**src/rtl/warp_dispatch_arbiter.sv**
```systemverilog
// Warp dispatch arbiter: FIFO of warp descriptors feeding a pool of SIMD cores, one dispatch
// per cycle, round-robin or fixed-priority core choice.
module warp_dispatch_arbiter #(
  parameter int unsigned NUM_CORES   = 4,
  parameter int unsigned QUEUE_DEPTH = 8,
  parameter int unsigned PC_W        = 32,
  parameter int unsigned TID_W       = 4,
  parameter int unsigned WID_W       = 4,
  parameter int unsigned ARB_MODE    = 0
) (
  input  logic                           clk,
  input  logic                           rst,
  input  logic                           in_valid,
  output logic                           in_ready,
  input  logic [PC_W-1:0]                in_pc,
  input  logic [TID_W-1:0]               in_threads,
  input  logic [WID_W-1:0]               in_warp_id,
  input  logic [NUM_CORES-1:0]           core_done,
  output logic [NUM_CORES-1:0]           disp_valid,
  output logic [PC_W-1:0]                disp_pc,
  output logic [TID_W-1:0]               disp_threads,
  output logic [WID_W-1:0]               disp_warp_id,
  output logic [NUM_CORES-1:0]           core_busy,
  output logic [$clog2(QUEUE_DEPTH):0]   queue_count,
  output logic                           all_idle,
  output logic                           err_zero_thread,
  output logic                           err_spurious_done
);

  localparam int unsigned AW = $clog2(QUEUE_DEPTH);
  localparam int unsigned CW = $clog2(NUM_CORES);
  localparam logic [AW:0] CntOne = (AW+1)'(1);
  localparam logic [AW:0] CntFull = (AW+1)'(QUEUE_DEPTH);
  localparam logic [AW-1:0] PtrOne = AW'(1);
  localparam logic [CW-1:0] LastCore = CW'(NUM_CORES - 1);

  // Queue storage; emptiness is tracked by the pointers/count only.
  logic [PC_W-1:0]  pc_mem  [QUEUE_DEPTH];
  logic [TID_W-1:0] thr_mem [QUEUE_DEPTH];
  logic [WID_W-1:0] wid_mem [QUEUE_DEPTH];

  logic [AW-1:0]        wr_ptr_q, wr_ptr_d;
  logic [AW-1:0]        rd_ptr_q, rd_ptr_d;
  logic [AW:0]          count_q, count_d;
  logic [NUM_CORES-1:0] core_busy_q, core_busy_d;
  logic [NUM_CORES-1:0] disp_valid_q, disp_valid_d;
  logic [PC_W-1:0]      disp_pc_q, disp_pc_d;
  logic [TID_W-1:0]     disp_threads_q, disp_threads_d;
  logic [WID_W-1:0]     disp_warp_id_q, disp_warp_id_d;
  logic [CW-1:0]        last_grant_q, last_grant_d;
  logic                 err_zero_q, err_zero_d;
  logic                 err_spur_q, err_spur_d;

  logic                 accept;
  logic                 push;
  logic                 dispatch;
  logic                 grant_found;
  logic [CW-1:0]        grant_idx;
  logic [CW-1:0]        cand;
  logic [NUM_CORES-1:0] grant_onehot;

  assign in_ready = (count_q < CntFull);
  assign accept   = in_valid && in_ready && !rst;
  assign push     = accept && (in_threads != '0);

  // Core search: rotating start after last grant, or plain lowest index.
  always_comb begin
    grant_found = 1'b0;
    grant_idx   = '0;
    cand        = '0;
    for (int unsigned i = 0; i < NUM_CORES; i++) begin
      if (ARB_MODE == 0) begin
        cand = CW'((32'(last_grant_q) + 32'd1 + i) % NUM_CORES);
      end else begin
        cand = CW'(i);
      end
      if (!grant_found && !core_busy_q[cand]) begin
        grant_found = 1'b1;
        grant_idx   = cand;
      end
    end
  end

  assign dispatch = grant_found && (count_q != '0);

  always_comb begin
    grant_onehot = '0;
    for (int unsigned k = 0; k < NUM_CORES; k++) begin
      grant_onehot[k] = dispatch && (grant_idx == CW'(k));
    end
  end

  always_comb begin
    wr_ptr_d       = wr_ptr_q;
    rd_ptr_d       = rd_ptr_q;
    count_d        = count_q;
    last_grant_d   = last_grant_q;
    disp_pc_d      = disp_pc_q;
    disp_threads_d = disp_threads_q;
    disp_warp_id_d = disp_warp_id_q;
    disp_valid_d   = grant_onehot;
    // Spurious done bits are dropped; genuine ones free the core for the next decision.
    core_busy_d    = (core_busy_q & ~core_done) | grant_onehot;
    err_zero_d     = accept && (in_threads == '0);
    err_spur_d     = |(core_done & ~core_busy_q);

    if (push) begin
      wr_ptr_d = wr_ptr_q + PtrOne;
    end
    if (dispatch) begin
      rd_ptr_d       = rd_ptr_q + PtrOne;
      last_grant_d   = grant_idx;
      disp_pc_d      = pc_mem[rd_ptr_q];
      disp_threads_d = thr_mem[rd_ptr_q];
      disp_warp_id_d = wid_mem[rd_ptr_q];
    end
    if (push && !dispatch) begin
      count_d = count_q + CntOne;
    end else if (dispatch && !push) begin
      count_d = count_q - CntOne;
    end
  end

  always_ff @(posedge clk) begin
    if (rst) begin
      wr_ptr_q       <= '0;
      rd_ptr_q       <= '0;
      count_q        <= '0;
      core_busy_q    <= '0;
      disp_valid_q   <= '0;
      disp_pc_q      <= '0;
      disp_threads_q <= '0;
      disp_warp_id_q <= '0;
      last_grant_q   <= LastCore;
      err_zero_q     <= 1'b0;
      err_spur_q     <= 1'b0;
    end else begin
      wr_ptr_q       <= wr_ptr_d;
      rd_ptr_q       <= rd_ptr_d;
      count_q        <= count_d;
      core_busy_q    <= core_busy_d;
      disp_valid_q   <= disp_valid_d;
      disp_pc_q      <= disp_pc_d;
      disp_threads_q <= disp_threads_d;
      disp_warp_id_q <= disp_warp_id_d;
      last_grant_q   <= last_grant_d;
      err_zero_q     <= err_zero_d;
      err_spur_q     <= err_spur_d;
    end
  end

  always_ff @(posedge clk) begin
    if (push) begin
      pc_mem[wr_ptr_q]  <= in_pc;
      thr_mem[wr_ptr_q] <= in_threads;
      wid_mem[wr_ptr_q] <= in_warp_id;
    end
  end

  assign disp_valid        = disp_valid_q;
  assign disp_pc           = disp_pc_q;
  assign disp_threads      = disp_threads_q;
  assign disp_warp_id      = disp_warp_id_q;
  assign core_busy         = core_busy_q;
  assign queue_count       = count_q;
  assign all_idle          = (count_q == '0) && (core_busy_q == '0) && (disp_valid_q == '0);
  assign err_zero_thread   = err_zero_q;
  assign err_spurious_done = err_spur_q;

endmodule

```
**config.mk**
```make
export PLATFORM = sky130hd
export DESIGN_NAME = warp_dispatch_arbiter
export DESIGN_NICKNAME = d
export VERILOG_FILES = /design/src/rtl/warp_dispatch_arbiter.sv
export SDC_FILE = /design/constraint.sdc
export NUM_CORES = 1
export LEC_CHECK = 0
export CAP_MARGIN = 0
export CORE_ASPECT_RATIO = 1.1
export CORE_UTILIZATION = 38
export DETAILED_ROUTE_END_ITERATION = 10
export GPL_ROUTABILITY_DRIVEN = 1
export PLACE_DENSITY = 0.66
export SLEW_MARGIN = 20
export SYNTH_ARGS = -nofsm -noshare
export SYNTH_HDL_FRONTEND = slang
export SYNTH_SLANG_ARGS = --single-unit
```
**constraint.sdc**
```tcl
create_clock -name clk -period 5.3 [get_ports clk]
set_input_delay 0.795 -clock clk [delete_from_list [all_inputs] [get_ports clk]]
set_output_delay 0.795 -clock clk [all_outputs]
set_load 0.02 [all_outputs]
```
# ---- Word level (Yosys, flattened, before mapping)
# Memory sizes are Yosys's and may differ from the RTL's. A register that Yosys moved wholly into a read port is not among the register bits.
# Index checks and enable logic that the tools add are counted.
dict set report word_totals {
  ff_bits 22
  ramBits 320
  elab_cells 85
  memories 3
}
dict set report op_classes {
  n_addsub 8
  magnitude_cmp 5
  eq_ne 3
  n_mux 20
  bitwise_logic 5
  reduce_logical 33
}
# memory words width read_ports rd_ports_with_merged_regs wr line
set mem_list {}
lappend mem_list {pc_mem 8 32 1 1 1 38} ;# logic [PC_W-1:0] pc_mem [QUEUE_DEPTH];
lappend mem_list {thr_mem 8 4 1 1 1 39} ;# logic [TID_W-1:0] thr_mem [QUEUE_DEPTH];
lappend mem_list {wid_mem 8 4 1 1 1 40} ;# logic [WID_W-1:0] wid_mem [QUEUE_DEPTH];
# cell n
set op_table {}
lappend op_table {{1-bit logical AND} 16}
lappend op_table {{4-bit logical NOT} 4}
lappend op_table {{2-bit by 3-bit < comparator with 1-bit output (second input constant)} 4}
lappend op_table {{1-bit two-way mux} 10}
lappend op_table {{4-bit AND} 2}
lappend op_table {{1-bit binary-select mux with 2-bit select} 4}
lappend op_table {{1-bit logical NOT} 8}
lappend op_table {{2-bit two-way mux} 4}
lappend op_table {{4-bit two-way mux} 2}
lappend op_table {{4-bit inverter} 2}
lappend op_table {{4-bit nonzero test} 2}
lappend op_table {{3-bit by 1-bit adder with 3-bit output (second input constant)} 2}
lappend op_table {{2-bit by 1-bit adder with 2-bit output (second input constant)} 2}
lappend op_table {{2-bit adder (second input constant)} 2}
lappend op_table {{4-bit by 1-bit adder with 4-bit output (second input constant)} 1}
lappend op_table {{2-bit == test (second input constant)} 2}
lappend op_table {{4-bit < comparator (second input constant)} 1}
lappend op_table {{4-bit bitwise OR} 1}
lappend op_table {{4-bit OR reduction} 1}
lappend op_table {{4-bit by 1-bit subtractor with 4-bit output (second input constant)} 1}
lappend op_table {{2-bit by 1-bit == test with 1-bit output (second input constant)} 1}
lappend op_table {{2-bit logical NOT} 1}
lappend op_table {{2-bit nonzero test} 1}

# ---- Depth between registers and ports, before layout
# Gate-level depths: netlist (run 1).
dict set report logic_depth {
  depth_word 17
  mapped_depth 11
  ltp_nobuf 10
}

# ---- Least setup slack after synthesis (run 1)
# OpenSTA, ideal clock, no wires.
dict set report synth_timing {
  kind {input-to-reg}
  from {input port rst}
  to {memory pc_mem[0][0] (enable)}
  arrival_ps 5203
  t_required_ps 4763
  setup_slack_ps -440
  cell_stages 4
  n_path_buf 1
  cell_sequence {clkbuf_1 nor3b_1 nand2_1 nor4_1}
}
dict set report synth_via {
  elab_chain_cells 5
}
# element line
set synth_rtl {}
lappend synth_rtl {{from (decl)} 12} ;# input logic rst,
lappend synth_rtl {{1-bit logical NOT} 63} ;# assign accept = in_valid && in_ready && !rst;
lappend synth_rtl {{1-bit logical AND} 63}
lappend synth_rtl {{1-bit logical AND} 64} ;# assign push = accept && (in_threads != '0);
lappend synth_rtl {{1-bit two-way mux} 153} ;# if (push) begin
lappend synth_rtl {{1-bit two-way mux (implied by the code)} 154} ;# pc_mem[wr_ptr_q] <= in_pc;
lappend synth_rtl {{to (decl)} 38}
# No other way between the ends.

# ---- Final worst setup path (run 1)
dict set report layout_timing {
  from {input port in_threads[1]}
  to {register count_q[3], in the netlist queue_count[3]}
}
dict set report layout_via {
  elab_chain_cells 5
}
# element line
set layout_rtl {}
lappend layout_rtl {{from (decl)} 16} ;# input logic [TID_W-1:0] in_threads,
lappend layout_rtl {{4-bit nonzero test *} 64}
lappend layout_rtl {{1-bit logical AND *} 64}
lappend layout_rtl {{via push} 55} ;# logic push;
lappend layout_rtl {{1-bit logical NOT} 119} ;# end else if (dispatch && !push) begin
lappend layout_rtl {{1-bit logical AND} 119}
lappend layout_rtl {{2-bit nonzero test (no line)} --}
lappend layout_rtl {{to (signal assigned)} 140} ;# count_q <= count_d;
lappend layout_rtl {{to (decl)} 44} ;# logic [AW:0] count_q, count_d;
# The timed path passes the listed nets; every way through them passes the cells marked *.
# A chain may end at the register's enable or synchronous reset.

==> impl_metrics.tcl, run 1 <==
set metrics [dict create \
    outcome "finished, final reports clean" \
    tightest_slew_ns 0.987 \
    drt-total-wl_mm 27.7 \
    clk_pin_slew_ns 0.06 \
    crit_type "in2reg" \
    rows 74 \
    finalSetupViolCount 0 \
    rrSetupSlack_ns 2.19 \
    seq_area_frac_synth 0.761 \
    syn_area_um2 14300 \
    post_drt_via_cell_ratio 5.12 \
    hold-path-endpoint "disp_pc[9]" \
    slowest_stage "or4_1" \
    timing.critical_path.arrival_ns 3.89 \
    grt_usage 0.147 \
    syn_inst 720 \
    hp-class "reg2reg" \
    cts_buffers 38 \
    syn_nets 773 \
    dr.pass1.iters 4 \
    totalPowerFinal_mw 8.42 \
    worstSetupStartpointType "primary input" \
    power.density_nw_per_um2 494 \
    ios 103 \
    cts_root_buf "clkbuf_16" \
    slowest_delay_ns 0.65 \
    route.detailed.drc 0 \
    skew_ns 0.0206 \
    cts_setup_buffers 0 \
    crit_fanout 9 \
    slew-limit-headroom 0.342 \
    drt_iter0_drc 453 \
    areaGrowthSynthToFinish_pct 19.4 \
    crit_required_ns 5.69 \
    dp_hpwl_mm 15.9 \
    ys_top_cells_by_area "edfxtp_1 67%, mux4_2 13%, dfxtp_1 8.7%" \
    die-area_um2 38300 \
    fin_hold_ws_ns 0.487 \
    final_hold_viol_count 0 \
    grt_max_degree 50 \
    route.met2.wl_mm 13.7 \
    yosysTopAreaCellShare 0.674 \
    grt_overflow 0 \
    start_util 0.385 \
    cts_tree "built" \
    cts_sinks 382 \
    r2r-end "queue_count[3]" \
    worstPathCellList "clkdlybuf4s50_1 > or4_1 > nand2_1 > inv_1 > ha_1 > inv_1 > ha_1 > a21oi_1 > a211oi_1 > a31oi_1 > mux2_2" \
    max_freq_mhz 286 \
    cts_hold_buffers 0 \
    leakage_nw 5.36 \
    synth_common_cells "320 x edfxtp_1, 80 x mux4_2, 62 x dfxtp_1" \
    final-seq-area_um2 10900 \
    drive_gt1_frac 0.222 \
    wl_met3_mm 1.45 \
    period_needed_ns 3.50 \
    multi_input_area_um2 3170 \
    path_buf_inv 3 \
    hp-start "disp_pc[9]" \
    ir_drop_mv 0.309 \
    finalNetCount 893 \
    holdPathStages 2 \
    ant_nets 0 \
    fin_crit_sh 0.660 \
    gp_congestion 0.713 \
    synth_enable_flop_cells 320 \
    slew_violations 0 \
    dpl_worst_slack_ns 1.30 \
    htree_levels 2 \
    synthArstFlopShare 0 \
    avgSynthCellArea_um2 19.8 \
    wl_per_cell_um 20.4 \
    clk_path_buf_depth 3 \
    vias 6978 \
    path_delay_family "simple AND/OR/NAND/NOR gates" \
    grt_pass1_vias 7232 \
    cp-end-kind "flip-flop" \
    port_buffers 102 \
    die_h_um 205 \
    setup-tns-final_ns 0 \
    maxCapViolCount 0 \
    die_x_um 187 \
    maxUsedRoutingLayer "met5" \
    synth_most_common_cell "edfxtp_1" \
    grt_pass1_wl_mm 42.8 \
    fill_cells 3136 \
    setup_ws_ns 1.80 \
    worstRegToRegCells 10 \
    ys_ff_latch 382 \
    r2r-start "queue_count[0]" \
    rsz0062_at_grt "no" \
    synth_top_cell_by_area "edfxtp_1" \
    wl_met1_mm 12.1 \
    ctsResizeCount 0 \
    clock_latency_ns 0.51 \
    antenna_found_initial 1 \
    ys_types 46 \
    core_um2 37000 \
    crit_start "in_threads[1]" \
    synthFlopType "edfxtp_1" \
    yosys_warnings 0 \
]
-- flip-flops by register name, indices dropped and copies added (netlist names) --
name               flops
disp_valid             4
thr_mem               32
disp_warp_id           4
queue_count            4
wr_ptr_q               3
pc_mem               256
err_spurious_done      1
disp_threads           4
last_grant_q           2
wid_mem               32
disp_pc               32
rd_ptr_q               3
core_busy              4
err_zero_thread        1
-- through the flow --
stage               instances  cell area (µm²)   util
finish                   1363            17000  0.460
global route             1362            17000  0.460
CTS                      1361            17000  0.459
detailed placement       1293            15800  0.428
global placement         1293            15800  0.428
floorplan                 720            14300      -
-- report_power, final --
part	internal, mW	switching [mW]	total (mW)
clock	1.47	1.06	2.52
combinational	1.02	1.15	2.17
sequential	3.48	0.247	3.73
total	5.97	2.45	8.42
-- cell families (layout without fill, tap and decap cells) --
kind of cell / count (synthesis) / in the layout / share of synthesized area
DFF: 382 / 382 / 0.761
adders and majority gates: 6 / 6 / 0.00579
AOI/OAI and AO/OA: 63 / 63 / 0.0291
muxes: 82 / 82 / 0.128
other: 0 / 1 / 0
and+or+nand+nor: 134 / 134 / 0.0519
buffers and inverters: 47 / 195 / 0.0205
xor gates and xnor gates: 6 / 6 / 0.00369
-- routing by layer --
layer  vias up  track usage
met3        42       0.0266
met2       178        0.248
met5         -            0
met1      3583        0.196
met4         2       0.0392
li1       3173            -
-- layout by cell type, fill, tap and decap left out, drive strengths merged, types with 4 or more instances in the layout --
cell             n
clkdlybuf4s50  101
edfxtp         320
a21oi            7
o22ai           40
clkbuf          51
o32ai            4
ha               5
or4              4
nand2            7
nor2            62
dfxtp           62
nor3            46
clkinv          14
nand3            4
inv              8
mux4            80
buf             18
-- area by class of cell --
type                       count  share of cell area
antenna                        1            0.000147
clock inverter                17             0.00816
multi-input combinational    291               0.186
inverter                       8             0.00206
sequential                   382               0.638
tap                          494              0.0363
timing repair buffer         119              0.0690
clock buffer                  51              0.0605
-- worst reg2reg max path, stage by stage (launching register included) --
cell and delay [ns]:
dfxtp_1 0.45, or4_4 0.23, and2_4 0.66, clkinv_4 0.19
ha_1 0.26, inv_1 0.14, ha_1 0.29, a21oi_1 0.18
a211oi_1 0.09, a31oi_1 0.16, mux2_2 0.34
-- worst max path at each step --
stage	end	slack (ns)	depth (start not counted)
6_report	queue_count[3]	1.80	11
3_5_place_dp	queue_count[3]	1.30	11
2_1_floorplan	pc_mem[4][0]	0.44	6
5_1_grt	queue_count[3]	1.60	11
3_3_place_gp	queue_count[3]	1.33	11
4_1_cts	queue_count[3]	1.83	11
Note: power is estimated with default switching activity, not from simulation.
==> inputs of run 2 (changes only) <==
--- a/config.mk
+++ b/config.mk
@@ -10,7 +10,7 @@
 export CORE_UTILIZATION = 38
 export DETAILED_ROUTE_END_ITERATION = 10
 export GPL_ROUTABILITY_DRIVEN = 1
-export PLACE_DENSITY = 0.66
+export PLACE_DENSITY = 0.64
 export SLEW_MARGIN = 20
 export SYNTH_ARGS = -nofsm -noshare
 export SYNTH_HDL_FRONTEND = slang
==> constraint.sdc (replaced) <==
create_clock -name clk -period 3.3 [get_ports clk]
set_input_delay 0.495 -clock clk [delete_from_list [all_inputs] [get_ports clk]]
set_output_delay 0.495 -clock clk [all_outputs]
set_load 0.02 [all_outputs]
==> impl_metrics.tcl, run 2 (synthesis gave the netlist of run 1 again) <==
set metrics [dict create \
    crit_end "all_idle" \
    cp-end-kind "output pin" \
    final_common_cell "edfxtp_1" \
    period_needed_ns 2.81 \
    wl_met3_mm 1.49 \
    dpl_worst_slack_ns 0.0564 \
    clk_path_buf_depth 3 \
    rsz0062_at_grt "no" \
    placed_area_um2 16100 \
    drt_iter0_drc 448 \
    fin_area_um2 17400 \
    slowest_delay_ns 0.63 \
    fin_crit_sh 0.850 \
    maxUsedRoutingLayer "met5" \
    cts_root_buf "clkbuf_16" \
    ios 103 \
    largest_register_ffs 256 \
    final-seq-area_um2 10900 \
    setup_ws_ns 0.495 \
    start_util 0.385 \
    rows 74 \
    leakage_nw 5.53 \
    worstPathCellList "or4_4 > nor3_1 > clkdlybuf4s50_1" \
    ant_nets 0 \
    ctsResizeCount 0 \
    r2r-start "queue_count[0]" \
    areaGrowthSynthToFinish_pct 22.2 \
    numPlacedInstances 1308 \
    clock_latency_ns 0.53 \
    hp-class "in2reg" \
    path_delay_family "simple AND/OR/NAND/NOR gates" \
    final_hold_viol_count 0 \
    maxCapViolCount 0 \
    die-area_um2 38300 \
    multi_input_area_um2 3190 \
    worstSetupStartpointType "flip-flop" \
    worstRegToRegCells 11 \
    vias 7021 \
    crit_start "queue_count[0]" \
    wl_per_cell_um 21.1 \
    slowest_stage "clkdlybuf4s50_1" \
    crit_fanout 5 \
    mostFrequentLayoutCells "320 x edfxtp_1, 101 x clkdlybuf4s50_1, 80 x mux4_2, 60 x dfxtp_1, 44 x nor2_1" \
    fill_cells 3096 \
    cts_sinks 382 \
    drive_gt1_frac 0.240 \
    r2r-end "queue_count[3]" \
    ir_drop_mv 0.463 \
    core_um2 37000 \
    path_buf_inv 1 \
    finalNetCount 909 \
    cts_buffers 40 \
    gp_congestion 0.745 \
    cts_setup_buffers 0 \
    timing.critical_path.arrival_ns 2.31 \
    tightest_slew_ns 0.874 \
    finalNonFillerCells 1382 \
    finalSetupViolCount 0 \
    route.met2.wl_mm 14.9 \
    grt_usage 0.156 \
    die_x_um 187 \
    post_drt_via_cell_ratio 5.08 \
    htree_levels 2 \
    dp_hpwl_mm 16.8 \
    slew-limit-headroom 0.417 \
    grt_pass1_vias 7383 \
    dr.pass1.iters 5 \
    grt_max_degree 62 \
    rrSetupSlack_ns 0.65 \
    port_buffers 102 \
    crit_required_ns 2.80 \
    skew_ns 0.0126 \
    max_freq_mhz 356 \
    antenna_found_initial 1 \
    totalPowerFinal_mw 14.3 \
    power.density_nw_per_um2 818 \
    drt-total-wl_mm 29.1 \
    route.detailed.drc 0 \
    outcome "finished, final reports clean" \
    grt_overflow 0 \
    cts_tree "built" \
    crit_type "reg2out" \
    grt_pass1_wl_mm 44.8 \
    cts_hold_buffers 0 \
    cp.depth 3 \
    top_register "pc_mem" \
    wl_met1_mm 12.3 \
    die_h_um 205 \
    clk_pin_slew_ns 0.06 \
    slew_violations 0 \
    antenna_cells 0 \
]
-- run 2: layer usage --
metal	track usage	up-vias
li1	-	3201
met1	0.197	3627
met2	0.272	152
met3	0.0349	39
met4	0.0419	2
met5	0	-
-- run 2: worst reg2reg max path: cells and delay by family, from the launching register on --
family                   cells  cell delay [ns]
buffers and inverters        3             0.27
AO/OA/AOI/OAI                3             0.45
AND/OR/NAND/NOR              2             0.77
flip-flops                   1             0.37
adder cells (fa/ha/maj)      2             0.34
multiplexers                 1             0.35
-- run 2: worst min-delay path by stage --
stage,end,cells past startpoint,start,slack [ns]
finish,err_zero_thread,4,rst,0.45
global route,err_zero_thread,4,rst,0.44
CTS,err_zero_thread,4,rst,0.43
detailed placement,disp_pc[27],2,disp_pc[27],0.48
global placement,disp_pc[6],2,disp_pc[6],0.48
floorplan,rd_ptr_q[1],2,rd_ptr_q[1],0.47
-- run 2: through the flow --
step / hold WS [ns] / TNS, ns / util
finish: 0.449 / 0 / 0.471
global route: 0.442 / 0 / 0.471
CTS: 0.432 / 0 / 0.471
detailed placement: 0.480 / 0 / 0.434
global placement: 0.477 / -0.945 / 0.433
floorplan: 0.472 / -149.10 / -
-- run 2: cell type report --
class                   instances  area share
multi-input cells             291       0.183
clock inverters                22      0.0164
inverters                       8     0.00201
repair buffers                133      0.0783
clock buffers                  52      0.0618
well taps                     494      0.0355
flip-flops and latches        382       0.623
-- run 2: where the power goes --
group	internal, mW	total (mW)	switching (mW)
Clock	2.86	4.63	1.78
Sequential	5.60	5.93	0.329
Combinational	1.72	3.69	1.97
==> inputs of run 3 (changes only) <==
--- a/config.mk
+++ b/config.mk
@@ -10,7 +10,7 @@
 export CORE_UTILIZATION = 38
 export DETAILED_ROUTE_END_ITERATION = 10
 export GPL_ROUTABILITY_DRIVEN = 1
-export PLACE_DENSITY = 0.64
+export PLACE_DENSITY = 0.54
 export SLEW_MARGIN = 20
 export SYNTH_ARGS = -nofsm -noshare
 export SYNTH_HDL_FRONTEND = slang
==> impl_metrics.tcl, run 3 (synthesis gave the netlist of run 1 again) <==
set metrics [dict create \
    outcome "finished, final reports clean" \
    grt_overflow 0 \
    r2r-start "queue_count[3]" \
    drt_iter0_drc 479 \
    worstSetupStartpointType "primary input" \
    grt_pass1_vias 7823 \
    top_register "pc_mem" \
    drt-total-wl_mm 30.2 \
    antenna_cells 0 \
    die_x_um 187 \
    largest_register_ffs 256 \
    worstRegToRegCells 10 \
    period_needed_ns 2.85 \
    vias 7133 \
    mostFrequentLayoutCells "320 x edfxtp_1, 101 x clkdlybuf4s50_1, 80 x mux4_2, 60 x dfxtp_1, 44 x nor2_1" \
    cts_hold_buffers 0 \
    timing.critical_path.arrival_ns 3.26 \
    leakage_nw 5.47 \
    die_h_um 205 \
    dpl_worst_slack_ns -0.0596 \
    fin_crit_sh 0.862 \
    multi_input_area_um2 3180 \
    final_common_cell "edfxtp_1" \
    dp_hpwl_mm 17.9 \
    core_um2 37000 \
    cts_tree "built" \
    tightest_slew_ns 0.850 \
    setup-tns-final_ns 0 \
    grt_pass1_wl_mm 46.3 \
    port_buffers 102 \
    cts_buffers 39 \
    maxCapViolCount 0 \
    p_switching_mw 4.01 \
    power_frac_comb 0.263 \
    grt_usage 0.161 \
    die-area_um2 38300 \
    cts_sinks 382 \
    max_freq_mhz 351 \
    areaGrowthSynthToFinish_pct 21.1 \
    start_util 0.385 \
    p_seq_frac 0.431 \
    hp-class "in2reg" \
    rrSetupSlack_ns 0.62 \
    crit_fanout 9 \
    antenna_found_initial 1 \
    slew-limit-headroom 0.433 \
    wl_per_cell_um 21.9 \
    route.detailed.drc 0 \
    cts_root_buf "clkbuf_16" \
    clk_pin_slew_ns 0.06 \
    fill_cells 3167 \
    finalSetupViolCount 0 \
    crit_type "in2reg" \
    post_drt_via_cell_ratio 5.17 \
    ir_drop_mv 0.367 \
    fin_util 0.466 \
    setup_ws_ns 0.454 \
    ios 103 \
    final_hold_viol_count 0 \
    skew_ns 0.0105 \
    ctsResizeCount 0 \
    power.density_nw_per_um2 800 \
    numPlacedInstances 1308 \
    gp_congestion 0.744 \
    htree_levels 2 \
    rsz0062_at_grt "no" \
    rows 74 \
    grt_max_degree 62 \
    clock_latency_ns 0.52 \
    sw_frac_of_total 0.290 \
    pwr-share-clk 0.306 \
    holdPathStages 3 \
    crit_required_ns 3.71 \
    drive_gt1_frac 0.238 \
    hp-start "rst" \
    finalNetCount 908 \
    crit_start "in_threads[0]" \
    finalNonFillerCells 1379 \
    ant_nets 0 \
    slew_violations 0 \
    totalPowerFinal_mw 13.8 \
    clk_path_buf_depth 3 \
    dr.pass1.iters 4 \
    cp-end-kind "flip-flop" \
    final-seq-area_um2 10900 \
    cts_setup_buffers 0 \
    p_int_mw 9.80 \
]
## run 3: layout make-up
class	instances	area share
repair buffers	133	0.0767
multi-input cells	291	0.184
clock buffers	58	0.0672
well taps	494	0.0358
flip-flops and latches	382	0.629
inverters	8	0.00203
clock inverters	13	0.00500
## run 3: path summary, 6_finish.rpt
kind | endpoint
min | err_zero_thread
min reg2reg | disp_warp_id[0]
max reg2reg | queue_count[3]
max | queue_count[3]
## run 3: per-layer routing
layer,track usage,vias to the layer above,share of wire
met5,0,-,0
met4,0.0419,0,0.012
met3,0.0346,29,0.055
met2,0.288,176,0.52
met1,0.199,3744,0.41
li1,-,3184,-
## run 3: metrics by stage
stage	instance area [µm²]	hold slack, ns
floorplan	14300	0.472
CTS	17300	0.363
detailed placement	16000	0.479
global placement	16000	0.479
global route	17300	0.358
finish	17300	0.382
## run 3: critical path, cell delays in order
cell and delay [ns]:
clkdlybuf4s50_1 0.59, or4_1 0.61, nand2_1 0.10, inv_1 0.09, ha_1 0.20, inv_1 0.08
ha_1 0.26, a21oi_1 0.19, a211oi_1 0.10, a31oi_1 0.18, mux2_2 0.35
## run 3: power by group through the flow
stage | clock [mW] | sequential (mW) | combinational (mW)
final | 4.23 | 5.95 | 3.63
after global routing | 4.54 | 6.01 | 3.92
after floorplan | 0 | 6.21 | 2.31
after CTS | 4.35 | 5.96 | 3.70
after global placement | 0 | 6.03 | 3.64
after detailed placement | 0 | 6.06 | 3.69
